--- config.mk ---
export PLATFORM = sky130hd
export DESIGN_NAME = imm_encoder
export DESIGN_NICKNAME = d
export VERILOG_FILES = /design/src/rtl/imm_encoder.sv
export SDC_FILE = /design/constraint.sdc
export NUM_CORES = 1
export LEC_CHECK = 0
export BUFFER_PORTS_ARGS = -buffer_cell sky130_fd_sc_hd__buf_2
export CAP_MARGIN = 0
export CORE_MARGIN = 2
export CORE_UTILIZATION = 28
export CTS_BUF_LIST = sky130_fd_sc_hd__clkbuf_4 sky130_fd_sc_hd__clkbuf_8
export DETAILED_ROUTE_END_ITERATION = 10
export SETUP_SLACK_MARGIN = 0.15
export SLEW_MARGIN = 15
export SYNTH_ARGS = -nofsm -noshare
export SYNTH_HDL_FRONTEND = slang
export SYNTH_SLANG_ARGS = --single-unit
export TNS_END_PERCENT = 30
--- constraint.sdc ---
create_clock -name clk -period 3.6 [get_ports clk]
set_input_delay 0.36 -clock clk [delete_from_list [all_inputs] [get_ports clk]]
set_output_delay 0.36 -clock clk [all_outputs]
set_load 0.005 [all_outputs]
--- src/rtl/imm_encoder.sv ---
// Sequential RV32 immediate encoder: range-checks an immediate for its ImmSel
// format, scatters it into an instruction template and writes it to imem.
module imm_encoder #(
   parameter int unsigned DATA_WIDTH = 32,
   parameter int unsigned ADDR_WIDTH = 8
) (
   input  logic                  clk,
   input  logic                  rst,
   input  logic                  in_valid,
   output logic                  in_ready,
   input  logic [2:0]            ImmSel,
   input  logic [DATA_WIDTH-1:0] ImmVal,
   input  logic [DATA_WIDTH-1:0] Base,
   input  logic                  addr_load,
   input  logic [ADDR_WIDTH-1:0] start_addr,
   output logic                  wr_en,
   output logic [ADDR_WIDTH-1:0] wr_addr,
   output logic [DATA_WIDTH-1:0] wr_data,
   output logic                  err,
   output logic [7:0]            err_count
);

   typedef enum logic [1:0] {
      IDLE   = 2'd0,
      ENCODE = 2'd1,
      WRITE  = 2'd2,
      FAULT  = 2'd3
   } state_t;

   state_t                state_q, state_d;
   logic [2:0]            sel_q, sel_d;
   logic [DATA_WIDTH-1:0] imm_q, imm_d;
   logic [DATA_WIDTH-1:0] base_q, base_d;
   logic [DATA_WIDTH-1:0] data_q, data_d;
   logic [ADDR_WIDTH-1:0] cnt_q, cnt_d;
   logic [7:0]            errcnt_q, errcnt_d;

   logic                  legal;
   logic [DATA_WIDTH-1:0] enc;
   logic                  hi11_same, hi12_same, hi20_same;

   // A field fits when every bit above its top is a copy of the sign
   assign hi11_same = (&imm_q[31:11]) | ~(|imm_q[31:11]);
   assign hi12_same = (&imm_q[31:12]) | ~(|imm_q[31:12]);
   assign hi20_same = (&imm_q[31:20]) | ~(|imm_q[31:20]);

   always_comb begin
      enc   = base_q;
      legal = 1'b0;
      case (sel_q)
         3'b000, 3'b100: begin
            legal      = hi11_same;
            enc[31:20] = imm_q[11:0];
         end
         3'b001: begin
            legal      = (imm_q[11:0] == 12'd0);
            enc[31:12] = imm_q[31:12];
         end
         3'b010: begin
            legal      = hi11_same;
            enc[31:25] = imm_q[11:5];
            enc[11:7]  = imm_q[4:0];
         end
         3'b111: begin
            legal      = ~imm_q[0] & hi12_same;
            enc[31]    = imm_q[12];
            enc[30:25] = imm_q[10:5];
            enc[11:8]  = imm_q[4:1];
            enc[7]     = imm_q[11];
         end
         3'b011: begin
            legal      = ~imm_q[0] & hi20_same;
            enc[31]    = imm_q[20];
            enc[30:21] = imm_q[10:1];
            enc[20]    = imm_q[11];
            enc[19:12] = imm_q[19:12];
         end
         default: legal = 1'b0;
      endcase
   end

   always_comb begin
      state_d  = state_q;
      sel_d    = sel_q;
      imm_d    = imm_q;
      base_d   = base_q;
      data_d   = data_q;
      cnt_d    = cnt_q;
      errcnt_d = errcnt_q;
      case (state_q)
         IDLE: begin
            if (addr_load) cnt_d = start_addr;
            if (in_valid) begin
               sel_d   = ImmSel;
               imm_d   = ImmVal;
               base_d  = Base;
               state_d = ENCODE;
            end
         end
         ENCODE: begin
            // Rejected requests leave the last written word on wr_data
            if (legal) begin
               data_d  = enc;
               state_d = WRITE;
            end else begin
               state_d = FAULT;
            end
         end
         WRITE: begin
            cnt_d   = cnt_q + 1'b1;
            state_d = IDLE;
         end
         FAULT: begin
            if (errcnt_q != '1) errcnt_d = errcnt_q + 1'b1;
            state_d = IDLE;
         end
         default: state_d = IDLE;
      endcase
   end

   always_ff @(posedge clk) begin
      if (rst) begin
         state_q  <= IDLE;
         sel_q    <= '0;
         imm_q    <= '0;
         base_q   <= '0;
         data_q   <= '0;
         cnt_q    <= '0;
         errcnt_q <= '0;
      end else begin
         state_q  <= state_d;
         sel_q    <= sel_d;
         imm_q    <= imm_d;
         base_q   <= base_d;
         data_q   <= data_d;
         cnt_q    <= cnt_d;
         errcnt_q <= errcnt_d;
      end
   end

   assign in_ready  = (state_q == IDLE);
   assign wr_en     = (state_q == WRITE);
   assign err       = (state_q == FAULT);
   assign wr_addr   = cnt_q;
   assign wr_data   = data_q;
   assign err_count = errcnt_q;

endmodule
---- Yosys cells after proc, flatten, opt, wreduce, memory -nomap -nowiden ----
Index checks and enable logic that the tools add are counted.
word-level totals
  register bits after elaboration ......... 117
  bits in latches ......................... 0
  bits in writable memories ............... 0
  bits in read-only memories .............. 0
  output and inout bits ................... 51
  logic and storage cells ................. 57
  memories ................................ 0
cells by class
  add/sub/neg operators ................... 2
  multipliers ............................. 0
  divide/modulo/power cells ............... 0
  magnitude comparators ................... 0
  equality and inequality tests ........... 11
  shifts and indexed selects .............. 0
  mux-type cells .......................... 10
  bitwise gates (word level) .............. 9
  reductions and logical operators ........ 18
operators by type and width
  operator                                                          number
  7-bit case mux with 4 select lines                                1
  21-bit AND reduction                                              1
  21-bit OR reduction                                               1
  20-bit AND reduction                                              1
  20-bit OR reduction                                               1
  8-bit by 1-bit adder with 8-bit output (second input constant)    2
  8-bit two-way mux                                                 2
  8-bit case mux with 2 select lines                                1
  5-bit case mux with 3 select lines                                1
  12-bit logical NOT                                                1
  12-bit AND reduction                                              1
  12-bit OR reduction                                               1
  5-bit case mux with 2 select lines                                1
  8-bit inequality test (second input constant)                     1
  2-bit AND reduction                                               4
  3-bit by 2-bit == test with 1-bit output (second input constant)  2
  3-bit == test (second input constant)                             2
  2-bit case mux with 3 select lines                                1
  2-bit OR reduction                                                3
  2-bit == test (second input constant)                             2
  1-bit inverter                                                    4
  1-bit case mux with 4 select lines                                1
  3-bit by 1-bit == test with 1-bit output (second input constant)  1
  3-bit logical NOT                                                 1
  other kinds (10)                                                  13

---- Logic depth before layout (Yosys ltp) ----
Gate-level depths: netlist of run 1.
  word-level depth ........................ 7
  mapped depth ............................ 10
  depth with buffers taken out ............ 6

---- Least setup slack after synthesis of run 1 ----
No wires, ideal clock.
  kind .................................... reg-to-reg
  start ................................... register sel_q[0]
  end ..................................... register data_q[21], in the netlist wr_data[21]
  library setup time ...................... 0.070 ns
  arrival time ............................ 1.786 ns
  data required time ...................... 3.530 ns
  setup slack ............................. 1.744 ns
  cell stages (with the launch flop) ...... 9
  period minus slack after synthesis ...... 1.856 ns
  path through ............................ dfxtp_1 buf_4 nor2b_1 buf_4 a22oi_1 a2bb2oi_2 o211a_4 or4_1 a21oi_1
on the way
  word-level cells in the longest chain between the ends .. 4
  elaborated cells between the ends (all ways) .. 11
  classes of those cells .................. eq/ne (5); mux (2); reduce/logical (4)
ends and longest elaborated chain
  item                                                              RTL line  text
  from (decl)                                                       31        logic [2:0] sel_q, sel_d;
  from (signal assigned)                                            132       sel_q <= sel_d;
  3-bit by 2-bit == test with 1-bit output (tied with other cells)  50        case (sel_q)
  3-bit OR reduction (no source line)                               -
  1-bit case mux with 4 select lines                                50
  2-bit AND reduction (no source line)                              -
  to (signal assigned)                                              135       data_q <= data_d;
  to (decl)                                                         34        logic [DATA_WIDTH-1:0] data_q, data_d;
Several ways; a longest one is shown, not always the timed one.
A chain may end at the register's enable or synchronous reset.

---- Final worst setup path of run 1 ----
Same ends and word-level chain as after synthesis.

==> results_dict.tcl, run 1 <==
set metrics [dict create \
    rows 49 \
    worstPathArrival_ps 3080 \
    worstPathCellList "nor2b_1, a22oi_1, a2bb2oi_2, o211a_4, or4_1, a21oi_1" \
    place_ws_ps 984 \
    worstMarginPinSlew_ps 879 \
    final_nets 833 \
    fp.dieH_um 139 \
    ios 130 \
    wl_um 15200 \
    synthesis.nets 728 \
    multi_input_area_um2 2540 \
    async_flop_share_pct 0 \
    diodes 0 \
    hold_class "in -> reg" \
    grt_first_pass_wirelength_um 24200 \
    cp_max_fo 26 \
    cts-resized-gates 0 \
    antenna_found_initial 0 \
    slew_headroom_pct 41.3 \
    cap_violations 0 \
    yosysWarnings 0 \
    port_buffers 129 \
    drt_iter0_drc 302 \
    overflow 0 \
    cp-end-kind "flip-flop" \
    cpMaxStageDelayCell "dfxtp_1" \
    drc_errors 0 \
    synth-edff-count 0 \
    post_drt_wl_per_cell_um 15.3 \
    finalClockSkew_ps 8.06 \
    ctsRootBufferMaster "clkbuf_8" \
    worstSetupPathType "reg -> reg" \
    final.setup.tns_ps 0 \
    clockBufferDepth 2 \
    synthFlopType "dfxtp_1" \
    viasPerCell 4.95 \
    p_per_area_nw_per_um2 491 \
    fmax_ghz 0.369 \
    drive_gt1_share_pct 23.3 \
    drtAntennaViolNets 0 \
    core_area_um2 17900 \
    outcome "finished, final reports clean" \
    yosysSeqAreaShare_pct 46.0 \
    cts.clk_slew.worst_paths_ps 70 \
    critical_path.top_delay_family "simple AND/OR/NAND/NOR gates" \
    nFillCells 1955 \
    report.final.slew_viol_count 0 \
    cp-start-kind "flip-flop" \
    dp_hpwl_um 10600 \
    min_period_over_period_pct 75.2 \
    ff_latch_area_um2 2340 \
    finalCriticalPeriod_ps 2710 \
    place_area_um2 5890 \
    grtUsageTotal_pct 15.8 \
    cpPeakStageDelay_ps 720 \
    start_util_pct 28.4 \
    syn_to_final_growth_pct 23.1 \
    clock_latency_ps 440 \
    first_global_vias 4476 \
    final_common_cell "nand2_1" \
    die_area_um2 19300 \
    htreeDepth 4 \
    syn_area_per_cell_um2 7.87 \
    synth-seq-cells 117 \
    grt_max_degree 78 \
    power_leakage_nw 2.47 \
    vias 4919 \
    final_hold_viol_count 0 \
    rsz0062_at_grt "no" \
    cts_hold_buf 0 \
    worstPathRequired_ps 3970 \
    cts_setup_buffers 0 \
    gp_congestion 0.908 \
    cts_made_buffers 17 \
    layout_common_cells "nand2_1 (152), buf_2 (128), dfxtp_1 (117), a21oi_1 (116), nor2_1 (28)" \
    setup_violations 0 \
    vdd_drop_max_mv 0.278 \
    cp_num_buf_inv 0 \
    ys_types 44 \
    cts_tree "built" \
    final_area_um2 6260 \
    cts.sinks 117 \
    die_w_um 139 \
    syn-cell-area_um2 5090 \
    syn_inst 647 \
    first_pass_iters 5 \
    layout_setup_ws_ps 892 \
]
## cell families (layout without fill, tap and decap cells)
kind of cell / after synthesis / count (layout) / synth area share [%]
AND/OR/NAND/NOR: 253 / 253 / 22.3
multiplexers: 18 / 18 / 3.54
AO/OA/AOI/OAI: 194 / 194 / 22.1
buffers and inverters: 56 / 174 / 4.38
adder cells (fa/ha/maj): 2 / 2 / 0.492
XOR/XNOR: 7 / 7 / 1.20
flip-flops: 117 / 117 / 46.0
## flip-flops by register name, indices dropped and copies added (netlist names)
name and cells:
base_q 32, wr_addr 8, imm_q 32, state_q 2, sel_q 3, wr_data 32
err_count 8
## per-layer routing
metal	up-vias	global-route usage, %	wire, µm
met2	194	23.7	6770
met1	2226	22.0	7200
met3	16	3.87	1030
li1	2483	-	-
met4	0	5.48	238
met5	-	0	0
## cells in the mapped netlist (5+ instances only)
master	n	area share (%)
nand2_1	153	11
dfxtp_1	117	46
a21oi_1	116	11
clkbuf_1	40	2.9
nor2_1	28	2.1
o21ai_0	26	2.6
nand3_1	20	2.0
mux2i_1	18	3.5
o22ai_1	17	2.1
a311oi_1	13	2.2
nand4_1	11	1.4
nor2b_1	7	0.86
nor3_1	7	0.69
inv_1	6	0.44
or3_1	6	0.74
nand2b_1	5	0.61
nor4_1	5	0.61
xor2_1	5	0.86
## final timing paths
kind | start | to | slack [ps] | cells after the start
hold reg to reg | base_q[9] | base_q[9] | 450 | 2
setup reg to reg | sel_q[0] | wr_data[21] | 890 | 6
hold / removal | Base[0] | base_q[0] | 150 | 3
setup / recovery | sel_q[0] | wr_data[21] | 890 | 6
## layout make-up
class / count / share of cell area [%]
Clock buffer: 20 / 4.29
Clock inverter: 12 / 1.70
Inverter: 6 / 0.360
Multi-Input combinational cell: 474 / 40.5
Sequential cell: 117 / 37.4
Tap cell: 229 / 4.57
Timing Repair Buffer: 136 / 11.2
## where the power goes
group	switching (mW)	internal [mW]	leakage, nW
sequential	0.0921	1.37	0.955
combinational	0.279	0.184	1.33
clock	0.564	0.586	0.184
## per-stage QoR
stage,power [mW],hold slack (ps),utilization [%],cells
finish,3.08,148,35.0,994
global route,3.23,131,35.0,994
floorplan,1.79,431,-,647
CTS,3.11,116,35.0,994
detailed placement,1.96,447,32.9,962
global placement,1.95,441,32.9,962
## worst min-delay path, cell delays in order
cell     delay [ps]
buf_2            90
nand2_1          40
a21oi_1          50
Power figures use the tool's default switching activity.
==> run 2, diff against run 1 <==
clock period = 2.7 ns   (was 3.6 ns; I/O delays follow)
==> run 2 against run 1 <==
Net effect: largest power group unchanged; via count about the same; sequential cell count unchanged; fmax increased by 22%; final cell count increased by 0.40%; critical endpoint unchanged.
==> results_dict.tcl, run 2 (synthesis gave the netlist of run 1 again) <==
set metrics [dict create \
    outcome "finished, final reports clean" \
    cpMaxStageDelayCell "or4_1" \
    cap_violations 0 \
    rsz0062_at_grt "no" \
    die_w_um 139 \
    cp-start-kind "flip-flop" \
    r2r-start "sel_q[0]" \
    holdPathStages 3 \
    ff_latch_area_um2 2340 \
    cts_tree "built" \
    grt_first_pass_wirelength_um 24200 \
    cp_max_fo 26 \
    overflow 0 \
    layout_common_cells "nand2_1 (152), buf_2 (128), dfxtp_1 (117), a21oi_1 (116), nor2_1 (28)" \
    cts_hold_buf 0 \
    start_util_pct 28.4 \
    final_hold_viol_count 0 \
    worstPathCellList "nor2b_1, buf_4, nand3_1, o22a_1, o211a_4, or4_1, a21oi_1" \
    r2r-end "wr_data[21]" \
    finalClockSkew_ps 6.39 \
    hold_slack_ps 56.8 \
    hold_start "Base[17]" \
    worstSetupPathType "reg -> reg" \
    drtAntennaViolNets 0 \
    power_leakage_nw 2.50 \
    core_area_um2 17900 \
    final_nets 837 \
    hold_class "in -> reg" \
    drive_gt1_share_pct 23.7 \
    final.setup.tns_ps 0 \
    port_buffers 129 \
    grt_max_degree 68 \
    wl_um 15200 \
    critPathLaunch "sel_q[0]" \
    finalCriticalPeriod_ps 2220 \
    cts.sinks 117 \
    worstPathArrival_ps 2600 \
    reg2reg_depth 7 \
    cts.clk_slew.worst_paths_ps 70 \
    antenna_found_initial 0 \
    gp_congestion 0.901 \
    worstPathRequired_ps 3080 \
    slew_headroom_pct 56.2 \
    drt_iter0_drc 296 \
    grtUsageTotal_pct 15.6 \
    hold_end "base_q[17]" \
    vias 4920 \
    r2r_slack_ps 480 \
    diodes 0 \
    post_drt_wl_per_cell_um 15.2 \
    dp_hpwl_um 10700 \
    setup_violations 0 \
    first_pass_iters 5 \
    place_area_um2 5970 \
    final_area_um2 6340 \
    fmax_ghz 0.450 \
    vdd_drop_max_mv 0.381 \
    ios 130 \
    final_common_cell "nand2_1" \
    critical_path.top_delay_family "simple AND/OR/NAND/NOR gates" \
    syn_to_final_growth_pct 24.6 \
    htreeDepth 4 \
    worstMarginPinSlew_ps 657 \
    die_area_um2 19300 \
    cts_setup_buffers 0 \
    p_per_area_nw_per_um2 647 \
    cpPeakStageDelay_ps 550 \
    clockBufferDepth 2 \
    report.final.slew_viol_count 0 \
    layout_setup_ws_ps 478 \
    place_ws_ps 508 \
    nFillCells 1972 \
    min_period_over_period_pct 82.3 \
    cp_num_buf_inv 1 \
    ctsRootBufferMaster "clkbuf_8" \
    fp.dieH_um 139 \
    clock_latency_ps 440 \
    cts-resized-gates 0 \
    multi_input_area_um2 2540 \
    viasPerCell 4.93 \
    first_global_vias 4546 \
    rows 49 \
    drc_errors 0 \
    cp-end-kind "flip-flop" \
    cts_made_buffers 17 \
]
run 2: changes by cell type in the layout (fill, tap and decap cells not counted):
| cell | before | now |
|---|---|---|
| buf_12 | 0 | 4 |
run 2: through the flow:
stage	instances	util (%)	power, mW
3_5_place_dp	966	33.3	2.64
4_1_cts	998	35.4	4.16
5_1_grt	998	35.4	4.32
3_3_place_gp	966	33.3	2.63
6_report	998	35.4	4.11
2_1_floorplan	647	-	2.38
run 2: worst register-to-register path: stages (launching register included):
cell and delay (ps):
dfxtp_1 530, nor2b_1 260, buf_4 180, nand3_1 80, o22a_1 200, o211a_4 230
or4_1 550, a21oi_1 120
run 2: final cells by class:
class,count,share of cell area (%)
multi-input combinational,474,40.0
timing repair buffer,140,12.3
clock inverter,12,1.68
inverter,6,0.355
sequential,117,36.9
tap,229,4.52
clock buffer,20,4.24
run 2: metal layers:
metal,vias up,routed length [µm],global-route usage (%),share of wire [%]
met4,0,130,4.84,0.86
met1,2270,7330,21.4,48
met5,-,0,0,0
met3,12,733,4.01,4.8
met2,137,7000,24.2,46
li1,2501,-,-,-
run 2: how the worst max path moves through the flow:
| stage | end | slack [ps] | depth (start not counted) |
|---|---|---|---|
| 3_3_place_gp | wr_data[21] | 550 | 6 |
| 3_5_place_dp | wr_data[21] | 510 | 7 |
| 2_1_floorplan | wr_data[21] | 840 | 8 |
| 4_1_cts | wr_data[21] | 490 | 7 |
| 5_1_grt | wr_data[21] | 340 | 7 |
| 6_report | wr_data[21] | 480 | 7 |
run 2: report_power, final:
part | total (mW) | switching [mW] | internal, mW
Combinational | 0.656 | 0.386 | 0.270
Sequential | 1.94 | 0.116 | 1.83
Clock | 1.51 | 0.728 | 0.780
Total | 4.11 | 1.23 | 2.88
